$ cat src/rtl/adc_sequencer.sv
// ADC conversion sequencer: trigger, wait for DVALID with timeout, capture, recover via ADC_RESET.
// Latency: ADC_TRIGGER one cycle after START; DATA_OUT/IRQ one cycle after DVALID; no input backpressure, START outside IDLE is dropped.
// Optional periodic auto-trigger is built in when ADC_SEQ_AUTO_TRIGGER_EN is defined.
module adc_sequencer #(
    parameter int WORD_SIZE      = 8,
    parameter int TIMEOUT_CYCLES = 255,
    parameter int RESET_CYCLES   = 4
) (
    input  logic                 CLK,
    input  logic                 RESET,
    input  logic                 START,
    input  logic                 ABORT,
    input  logic                 ACK,
    input  logic                 AUTO_EN,
    input  logic [15:0]          PERIOD,
    input  logic [WORD_SIZE-1:0] ADC_DATA,
    input  logic                 ADC_DVALID,
    input  logic                 ADC_BUSY,
    output logic                 ADC_TRIGGER,
    output logic                 ADC_RESET,
    output logic [WORD_SIZE-1:0] DATA_OUT,
    output logic                 DATA_VALID,
    output logic                 IRQ,
    output logic                 SEQ_BUSY,
    output logic                 TIMEOUT_ERR,
    output logic                 OVERRUN
);

    localparam int TW = (TIMEOUT_CYCLES > 0) ? $clog2(TIMEOUT_CYCLES + 1) : 1;
    localparam int RW = (RESET_CYCLES > 1) ? $clog2(RESET_CYCLES + 1) : 1;
    localparam logic [TW-1:0] TMO_LAST = TW'(TIMEOUT_CYCLES);
    localparam logic [RW-1:0] RST_LAST = RW'(RESET_CYCLES - 1);

    typedef enum logic [2:0] {
        S_IDLE,
        S_TRIG,
        S_WAIT,
        S_CAPTURE,
        S_RECOVER
    } state_t;

    state_t        state;
    logic [TW-1:0] tcnt;
    logic [RW-1:0] rcnt;
    logic          start_req;

`ifdef ADC_SEQ_AUTO_TRIGGER_EN
    logic [15:0] pcnt;
    logic        auto_req;
    logic        unused_in;

    // Free-running period counter; a request that lands outside IDLE is simply lost.
    assign auto_req  = AUTO_EN && (PERIOD != 16'd0) && (pcnt >= PERIOD - 16'd1);
    assign start_req = START | auto_req;
    assign unused_in = ADC_BUSY;

    always_ff @(posedge CLK) begin
        if (RESET || !AUTO_EN || PERIOD == 16'd0) begin
            pcnt <= 16'd0;
        end else if (auto_req) begin
            pcnt <= 16'd0;
        end else begin
            pcnt <= pcnt + 16'd1;
        end
    end
`else
    logic unused_in;

    assign start_req = START;
    assign unused_in = ^{ADC_BUSY, AUTO_EN, PERIOD};
`endif

    always_ff @(posedge CLK) begin
        if (RESET) begin
            state       <= S_IDLE;
            tcnt        <= '0;
            rcnt        <= '0;
            ADC_TRIGGER <= 1'b0;
            ADC_RESET   <= 1'b0;
            DATA_OUT    <= '0;
            DATA_VALID  <= 1'b0;
            IRQ         <= 1'b0;
            SEQ_BUSY    <= 1'b0;
            TIMEOUT_ERR <= 1'b0;
            OVERRUN     <= 1'b0;
        end else begin
            IRQ <= 1'b0;
            if (ACK) begin
                DATA_VALID <= 1'b0;
                OVERRUN    <= 1'b0;
            end
            case (state)
                S_IDLE: begin
                    if (start_req && !ABORT) begin
                        state       <= S_TRIG;
                        ADC_TRIGGER <= 1'b1;
                        SEQ_BUSY    <= 1'b1;
                        TIMEOUT_ERR <= 1'b0;
                    end
                end
                S_TRIG: begin
                    ADC_TRIGGER <= 1'b0;
                    tcnt        <= '0;
                    if (ABORT) begin
                        state     <= S_RECOVER;
                        ADC_RESET <= 1'b1;
                        rcnt      <= '0;
                    end else begin
                        state <= S_WAIT;
                    end
                end
                S_WAIT: begin
                    if (ABORT) begin
                        state     <= S_RECOVER;
                        ADC_RESET <= 1'b1;
                        rcnt      <= '0;
                    end else if (ADC_DVALID) begin
                        // A capture on the last timeout cycle still counts as a capture.
                        state      <= S_CAPTURE;
                        DATA_OUT   <= ADC_DATA;
                        DATA_VALID <= 1'b1;
                        IRQ        <= 1'b1;
                        if (DATA_VALID && !ACK) begin
                            OVERRUN <= 1'b1;
                        end
                    end else if (tcnt == TMO_LAST) begin
                        state       <= S_RECOVER;
                        ADC_RESET   <= 1'b1;
                        rcnt        <= '0;
                        TIMEOUT_ERR <= 1'b1;
                        IRQ         <= 1'b1;
                    end else begin
                        tcnt <= tcnt + 1'b1;
                    end
                end
                S_CAPTURE: begin
                    state    <= S_IDLE;
                    SEQ_BUSY <= 1'b0;
                end
                S_RECOVER: begin
                    if (rcnt == RST_LAST) begin
                        state     <= S_IDLE;
                        ADC_RESET <= 1'b0;
                        SEQ_BUSY  <= 1'b0;
                    end else begin
                        rcnt <= rcnt + 1'b1;
                    end
                end
                default: begin
                    state       <= S_IDLE;
                    ADC_TRIGGER <= 1'b0;
                    ADC_RESET   <= 1'b0;
                    SEQ_BUSY    <= 1'b0;
                end
            endcase
        end
    end

endmodule

$ cat config.mk
export PLATFORM = sky130hd
export DESIGN_NAME = adc_sequencer
export DESIGN_NICKNAME = d
export VERILOG_FILES = /design/src/rtl/adc_sequencer.sv
export SDC_FILE = /design/constraint.sdc
export NUM_CORES = 1
export LEC_CHECK = 0
export ABC_AREA = 1
export CAP_MARGIN = 20
export CORE_ASPECT_RATIO = 1.75
export CORE_UTILIZATION = 49
export DETAILED_ROUTE_END_ITERATION = 8
export PLACE_DENSITY = 0.84
export SYNTH_ARGS = -nofsm -noshare
export SYNTH_HDL_FRONTEND = slang
export SYNTH_SLANG_ARGS = --single-unit
$ cat constraint.sdc
create_clock -name CLK -period 2.1 [get_ports CLK]
set_input_delay 0.42 -clock CLK [delete_from_list [all_inputs] [get_ports CLK]]
set_output_delay 0.42 -clock CLK [all_outputs]
set_load 0.03 [all_outputs]
==> results of run 1 <==
[layer usage]
metal	part of all wire, %	up-vias	global-route usage, %
li1	-	760	-
met1	39	666	23.8
met2	55	37	41.8
met3	4.7	9	4.85
met4	2.2	0	15.8
met5	0	-	0
[registers in the layout, indices dropped and copies added (netlist names)]
signal and count:
DATA_OUT 8, SEQ_BUSY 1, IRQ 1, rcnt 3, tcnt 8, ADC_TRIGGER 1, TIMEOUT_ERR 1, OVERRUN 1
DATA_VALID 1, state 3, ADC_RESET 1
[kinds of logic (layout without fill, tap and decap cells)]
| family | after synthesis | count (layout) | share of synthesized area (%) |
|---|---|---|---|
| buffers and inverters | 28 | 62 | 7.61 |
| xor gates and xnor gates | 1 | 1 | 0.599 |
| DFF | 29 | 29 | 39.7 |
| AOI/OAI and AO/OA | 25 | 25 | 9.07 |
| and+or+nand+nor | 132 | 132 | 40.5 |
| adders and majority gates | 3 | 3 | 2.57 |
[layout by cell type, fill, tap and decap left out, types with 4 or more instances in the layout]
| cell type | Yosys | routed |
|---|---|---|
| nor2_1 | 50 | 50 |
| nand2_1 | 45 | 45 |
| dfxtp_1 | 29 | 29 |
| clkdlybuf4s50_1 | 0 | 28 |
| inv_1 | 19 | 19 |
| o21ai_0 | 13 | 13 |
| nand3_1 | 13 | 13 |
| a21oi_1 | 11 | 11 |
| nand2_2 | 6 | 6 |
| clkbuf_8 | 0 | 6 |
| inv_2 | 4 | 4 |
| nor2_2 | 4 | 4 |
| nand4_1 | 4 | 4 |
[cell type report]
| type | count | area share [%] |
|---|---|---|
| Clock buffer | 7 | 4.63 |
| Inverter | 25 | 5.17 |
| Timing Repair Buffer | 30 | 15.8 |
| Tap cell | 27 | 1.81 |
| Sequential cell | 29 | 31.2 |
| Multi-Input combinational cell | 161 | 41.4 |
[path summary, 6_finish.rpt]
check,endpoint,slack (ps),cells after the start
max,DATA_VALID,370,1
min,TIMEOUT_ERR,450,2
min reg2reg,TIMEOUT_ERR,450,2
max reg2reg,ADC_RESET,600,8
[stage by stage]
| step | std cells | instance area (um^2) |
|---|---|---|
| after floorplan | 218 | 1460 |
| after global placement | 272 | 1780 |
| after detailed placement | 272 | 1780 |
| after CTS | 279 | 1860 |
| after global routing | 279 | 1860 |
| final | 279 | 1860 |
[power by group through the flow]
stage | combinational [W] | clock (W) | sequential [W]
final | 0.000873 | 0.000465 | 0.000713
after global routing | 0.00100 | 0.000489 | 0.000725
after CTS | 0.000872 | 0.000473 | 0.000713
after detailed placement | 0.000865 | 0 | 0.000723
after global placement | 0.000849 | 0 | 0.000721
after floorplan | 0.000599 | 0 | 0.000772
==> run summary, run 1 <==
Yosys cell types: 23
DP HPWL: 2340 um
vias in the first global route: 1390
Initial Utilization: 53.1%
share of layout cells above drive strength 1: 11.5%
WL final: 3290 um
routability cong.: 0.889
Max Slew Vio Count: 0
Sw Pwr: 0.000826 W
row count: 25
CTS tree: yes
PD cells: 1100 nW/um^2
final setup TNS: 0 ps
Sw Share: 40.3%
die height: 74.3 um
hold buffers post-CTS: 0
FF+latch count, synth: 29
Setup WS post-layout: 369 ps
number of setup violations in the final report: 0
FF+latch area: 581 um^2
Max transition margin: 69.4%
Buf+Inv Stages, Crit Path: 1
final hold violation count: 0
Ant. Diodes: 0
Synth async-reset ratio: 0%
Port-buffer cells: 28
register area share after synthesis: 39.7%
pre-CTS setup slack: 112 ps
Mapped Cells: 218
delay-heaviest family, CP: buffers and inverters
Int Power: 0.00123 W
wire length per cell: 11.8 um
First-pass DRT Iterations: 4
footprint of the multi-input gates: 771 um^2
Syn Std Cell Area: 1460 um^2
RSZ-0062 raised after global routing: false
GRT Residual Overflow: 0
final worst-path cycle share: 82.4%
vias: 1472
WP data required: 1680 ps
Crit-path slowest cell: clkdlybuf4s50_1
total core area: 2750 um^2
fillers: 241
crit path launch: DATA_VALID
commonest cells in the netlist: 50 x nor2_1, 45 x nand2_1, 29 x dfxtp_1
Via density: 5.28
clock sinks: 29
antenna viol nets, final: 0
crit-path max FO: 3
Reg clk slew, reported paths: 60 ps
VDD IR max: 762 uV
min Tclk post-route: 1730 ps
Crit Path Category: reg -> out
clock root cell: clkbuf_8
Worst Path Arrival: 1310 ps
area share of the largest cell type after synthesis: 39.7%
Hold Worst Slack: 446 ps
die extent in x: 43.3 um
EDFF count, synth: 0
DIE AREA: 3220 um^2
Max-Cap Viols: 0
largest net degree at the start of global routing: 17
Synth Flop Type: dfxtp_1
Reg power frac: 34.7%
Max Clk Rate: 578 MHz
YS warnings: 0
CTS max path bufs: 2
startpoint type of the worst setup path: register
first-pass GRT wire length: 5640 um
Worst-Skew Late Latency: 290 ps
clock skew: 7.92 ps
HP Class: reg -> reg
starting DRC count in detailed routing: 40
synth top area cells: dfxtp_1 40%, nor2_1 13%, nand2_1 12%
I/O pin count: 47
All-Layer GR Usage: 23.4%
P_leak: 0.785 nW
FF-to-FF Start: tcnt[1]
Post-CTS Resized: 0
Total Power: 0.00205 W
P&R area growth vs syn: 27.4%
TritonCTS buffer count: 5
Final #Nets: 287
initial antenna violation count: 0
Final Util: 67.7%
htree depth: 2
Syn Area/Cell: 6.71 um^2
syn nets: 253
most area-hungry cell type in the Yosys netlist: dfxtp_1
worst hold start: TIMEOUT_ERR
Comb pwr share: 42.6%
Remaining DRCs: 0
crit-path cells: clkdlybuf4s50_1
Clock Power Share: 22.7%
CP peak stage delay: 680 ps
leading cell type by number of instances after synthesis: nor2_1
Least-Margin Pin Slew: 459 ps
Setup crit end kind: primary output
outcome: complete, no violations
Setup Fix Bufs, Post-CTS: 0
(Power assumes the default switching activity.)
==> inputs of run 2 (changes only) <==
--- a/config.mk
+++ b/config.mk
@@ -8,9 +8,9 @@
 export ABC_AREA = 1
 export CAP_MARGIN = 20
 export CORE_ASPECT_RATIO = 1.75
-export CORE_UTILIZATION = 49
+export CORE_UTILIZATION = 45
 export DETAILED_ROUTE_END_ITERATION = 8
-export PLACE_DENSITY = 0.84
+export PLACE_DENSITY = 0.78
 export SYNTH_ARGS = -nofsm -noshare
 export SYNTH_HDL_FRONTEND = slang
 export SYNTH_SLANG_ARGS = --single-unit
==> constraint.sdc (replaced) <==
create_clock -name CLK -period 1.77 [get_ports CLK]
set_input_delay 0.354 -clock CLK [delete_from_list [all_inputs] [get_ports CLK]]
set_output_delay 0.354 -clock CLK [all_outputs]
set_load 0.03 [all_outputs]
==> run summary, run 2 (synthesized netlist as in run 1, its figures left out) <==
outcome: complete, no violations
WL final: 3340 um
clock root cell: clkbuf_8
Initial Utilization: 47.1%
Int Power: 0.00150 W
Worst Path Arrival: 1310 ps
clock sinks: 29
RSZ-0062 raised after global routing: false
number of setup violations in the final report: 0
Crit-path slowest cell: clkdlybuf4s50_1
first-pass GRT wire length: 5780 um
final hold violation count: 0
total core area: 3110 um^2
I/O pin count: 47
P&R area growth vs syn: 31.3%
share of layout cells above drive strength 1: 13.3%
final worst-path cycle share: 94.3%
Max transition margin: 78.0%
commonest non-fill, non-tap cell in the layout: nor2_1
antenna viol nets, final: 0
Via density: 4.95
wire length per cell: 11.2 um
VDD IR max: 781 uV
Max Slew Vio Count: 0
PD cells: 1300 nW/um^2
DP HPWL: 2470 um
CP peak stage delay: 690 ps
routability cong.: 0.859
vias in the first global route: 1389
hold path cells: 2
TritonCTS buffer count: 5
crit-path max FO: 3
Remaining DRCs: 0
initial antenna violation count: 0
Sw Share: 39.8%
DIE AREA: 3490 um^2
Layout Cells excl Fill: 299
CP Depth: 1
startpoint type of the worst setup path: register
delay-heaviest family, CP: buffers and inverters
GRT Residual Overflow: 0
Worst-Skew Late Latency: 290 ps
row count: 27
First-pass DRT Iterations: 4
Post-CTS Resized: 0
Sw Pwr: 0.000993 W
Max Clk Rate: 599 MHz
HP Class: reg -> reg
Reg power frac: 33.9%
Port-buffer cells: 28
largest net degree at the start of global routing: 12
pre-CTS setup slack: -34.3 ps
CTS max path bufs: 2
Final #Nets: 290
Setup Fix Bufs, Post-CTS: 0
Ant. Diodes: 0
vias: 1480
Setup WS post-layout: 102 ps
crit-path cells: clkdlybuf4s50_1
most frequent cells in the layout: 50 x nor2_1, 45 x nand2_1, 29 x dfxtp_1
Hold Worst Slack: 456 ps
starting DRC count in detailed routing: 41
Max-Cap Viols: 0
biggest regs: DATA_OUT (8), tcnt (8)
Reg clk slew, reported paths: 60 ps
All-Layer GR Usage: 22.5%
Least-Margin Pin Slew: 329 ps
Comb pwr share: 42.0%
die extent in x: 45.1 um
Buf+Inv Stages, Crit Path: 1
die height: 77.4 um
Clock Power Share: 24.1%
P_leak: 0.809 nW
htree depth: 2
Inst Count DP: 291
Worst R2R Path Depth: 8
clock skew: 8.51 ps
min Tclk post-route: 1670 ps
Crit Path Category: reg -> out
WP data required: 1420 ps
hold buffers post-CTS: 0
Total Power: 0.00249 W
Setup crit end kind: primary output
CTS tree: yes
run 2: routing by layer:
| metal | vias up | global-route usage, % | routed length [um] |
|---|---|---|---|
| li1 | 764 | - | - |
| met1 | 671 | 23.0 | 1310 |
| met2 | 37 | 38.1 | 1820 |
| met3 | 8 | 5.81 | 122 |
| met4 | 0 | 14.2 | 82 |
| met5 | - | 0 | 0 |
run 2: stage by stage:
| step | util, % | setup TNS (ps) | area (um^2) |
|---|---|---|---|
| 5_1_grt | 61.8 | 0 | 1920 |
| 4_1_cts | 61.8 | 0 | 1920 |
| 2_1_floorplan | - | 0 | 1460 |
| 6_report | 61.8 | 0 | 1920 |
| 3_3_place_gp | 58.5 | -200 | 1820 |
| 3_5_place_dp | 58.5 | -237 | 1820 |
run 2: power by group through the flow:
stage	clock network (W)	registers, W	logic (W)
global placement	0	0.000856	0.00102
detailed placement	0	0.000856	0.00104
finish	0.000601	0.000844	0.00105
global route	0.000646	0.000859	0.00120
floorplan	0	0.000916	0.000711
CTS	0.000613	0.000844	0.00106
run 2: path summary, 6_finish.rpt:
check	from	endpoint	slack, ps
hold / removal	TIMEOUT_ERR	TIMEOUT_ERR	460
hold reg to reg	TIMEOUT_ERR	TIMEOUT_ERR	460
setup / recovery	DATA_VALID	DATA_VALID	100
setup reg to reg	tcnt[1]	ADC_RESET	250
run 2: layout make-up:
class / count / area (um^2)
sequential: 29 / 581
multi-input combinational: 161 / 771
inverter: 25 / 96.3
clock inverter: 1 / 5.00
timing repair buffer: 33 / 318
tap: 43 / 53.8
clock buffer: 7 / 96.3
fill: 286 / 1190
run 2: tightest hold or removal path: stages (launching register included):
cell and delay [ps]:
dfxtp_1 300, inv_1 50, a21oi_1 60
==> inputs of run 3 (changes only) <==
==> constraint.sdc (replaced) <==
create_clock -name CLK -period 1.9 [get_ports CLK]
set_input_delay 0.38 -clock CLK [delete_from_list [all_inputs] [get_ports CLK]]
set_output_delay 0.38 -clock CLK [all_outputs]
set_load 0.03 [all_outputs]
==> run summary, run 3 (synthesized netlist as in run 1, its figures left out) <==
WP data required: 1520 ps
final setup TNS: 0 ps
Hold Worst Slack: 444 ps
Initial Utilization: 47.1%
Final #Nets: 289
Comb pwr share: 42.3%
Max Slew Vio Count: 0
Via density: 4.90
number of setup violations in the final report: 0
Ant. Diodes: 0
CTS max path bufs: 2
final hold violation count: 0
startpoint type of the worst setup path: register
All-Layer GR Usage: 21.2%
Worst R2R Path Depth: 6
Max Clk Rate: 590 MHz
die extent in x: 45.1 um
Crit Path Category: reg -> out
crit-path cells: clkdlybuf4s50_1
clock sinks: 29
Hold Crit Endpoint: TIMEOUT_ERR
Sw Pwr: 0.000905 W
final worst-path cycle share: 89.2%
FF-to-FF Start: state[2]
htree depth: 2
vias: 1454
Least-Margin Pin Slew: 339 ps
Max transition margin: 77.3%
Worst-Skew Late Latency: 280 ps
First-pass DRT Iterations: 4
CTS tree: yes
PD cells: 1190 nW/um^2
clock root cell: clkbuf_8
Buf+Inv Stages, Crit Path: 1
P&R area growth vs syn: 29.8%
WL final: 3220 um
first-pass GRT wire length: 5480 um
DP HPWL: 2470 um
Reg power frac: 35.0%
clock skew: 5.30 ps
hold buffers post-CTS: 0
wire length per cell: 10.9 um
worst hold start: TIMEOUT_ERR
Setup crit end kind: primary output
VDD IR max: 905 uV
routability cong.: 0.876
Sw Share: 40.0%
Setup Fix Bufs, Post-CTS: 0
total core area: 3110 um^2
die height: 77.4 um
Clock Power Share: 22.7%
initial antenna violation count: 0
row count: 27
HP Class: reg -> reg
share of layout cells above drive strength 1: 12.2%
vias in the first global route: 1369
Remaining DRCs: 0
crit-path max FO: 3
R2R Setup Slk: 390 ps
Post-CTS Resized: 0
GRT Residual Overflow: 0
Worst Path Arrival: 1310 ps
CP peak stage delay: 690 ps
min Tclk post-route: 1690 ps
Inst Count DP: 290
antenna viol nets, final: 0
delay-heaviest family, CP: buffers and inverters
outcome: complete, no violations
biggest regs: DATA_OUT (8), tcnt (8)
Port-buffer cells: 28
commonest non-fill, non-tap cell in the layout: nor2_1
Reg clk slew, reported paths: 60 ps
I/O pin count: 47
Layout Cells excl Fill: 297
R2R Path End: DATA_OUT[0]
Int Power: 0.00136 W
DIE AREA: 3490 um^2
Max-Cap Viols: 0
starting DRC count in detailed routing: 27
largest net degree at the start of global routing: 12
hold path cells: 2
RSZ-0062 raised after global routing: false
Crit-path slowest cell: clkdlybuf4s50_1
most frequent cells in the layout: 50 x nor2_1, 45 x nand2_1, 29 x dfxtp_1
P_leak: 0.794 nW
TritonCTS buffer count: 5
-- run 3: cell count changes in the layout (fill, tap and decap cells not counted), sizes merged --
cell	previous run	this run
buf	5	4
clkinv	2	1
-- run 3: per-layer routing --
layer / part of all wire [%] / wire, um / up-vias / global-route usage, %
met1: 39 / 1270 / 650 / 20.3
li1: - / - / 762 / -
met2: 54 / 1740 / 34 / 38.8
met3: 3.8 / 122 / 8 / 6.05
met4: 2.9 / 92 / 0 / 9.39
met5: 0 / 0 / - / 0
-- run 3: stage by stage --
step | cell area, um^2 | setup slack, ps | util, % | total power [W]
2_1_floorplan | 1460 | 554 | - | 0.00152
3_3_place_gp | 1810 | 39.5 | 58.3 | 0.00175
3_5_place_dp | 1810 | 47.1 | 58.3 | 0.00176
4_1_cts | 1900 | 203 | 61.1 | 0.00227
5_1_grt | 1900 | 167 | 61.1 | 0.00243
6_report | 1900 | 206 | 61.1 | 0.00226
-- run 3: final cells by class --
| type | count | area, um^2 |
|---|---|---|
| Timing Repair Buffer | 32 | 310 |
| Clock buffer | 7 | 86.3 |
| Inverter | 25 | 96.3 |
| Sequential cell | 29 | 581 |
| Multi-Input combinational cell | 161 | 771 |
| Tap cell | 43 | 53.8 |
| Fill cell | 312 | 1210 |
-- run 3: power groups by stage --
stage | registers [W] | logic, W | clock network, W
6_report | 0.000791 | 0.000958 | 0.000513
2_1_floorplan | 0.000853 | 0.000662 | 0
5_1_grt | 0.000802 | 0.00109 | 0.000537
4_1_cts | 0.000789 | 0.000965 | 0.000516
3_5_place_dp | 0.000801 | 0.000960 | 0
3_3_place_gp | 0.000797 | 0.000950 | 0
-- run 3: worst max-delay path by stage --
stage | endpoint | start | slack (ps) | cells after the start
2_1_floorplan | rcnt[0] | rcnt[0] | 550 | 8
3_3_place_gp | DATA_OUT[4] | ABORT | 40 | 7
3_5_place_dp | DATA_OUT[6] | ABORT | 50 | 7
4_1_cts | DATA_VALID | DATA_VALID | 200 | 1
5_1_grt | DATA_OUT[2] | ABORT | 170 | 7
6_report | DATA_VALID | DATA_VALID | 210 | 1
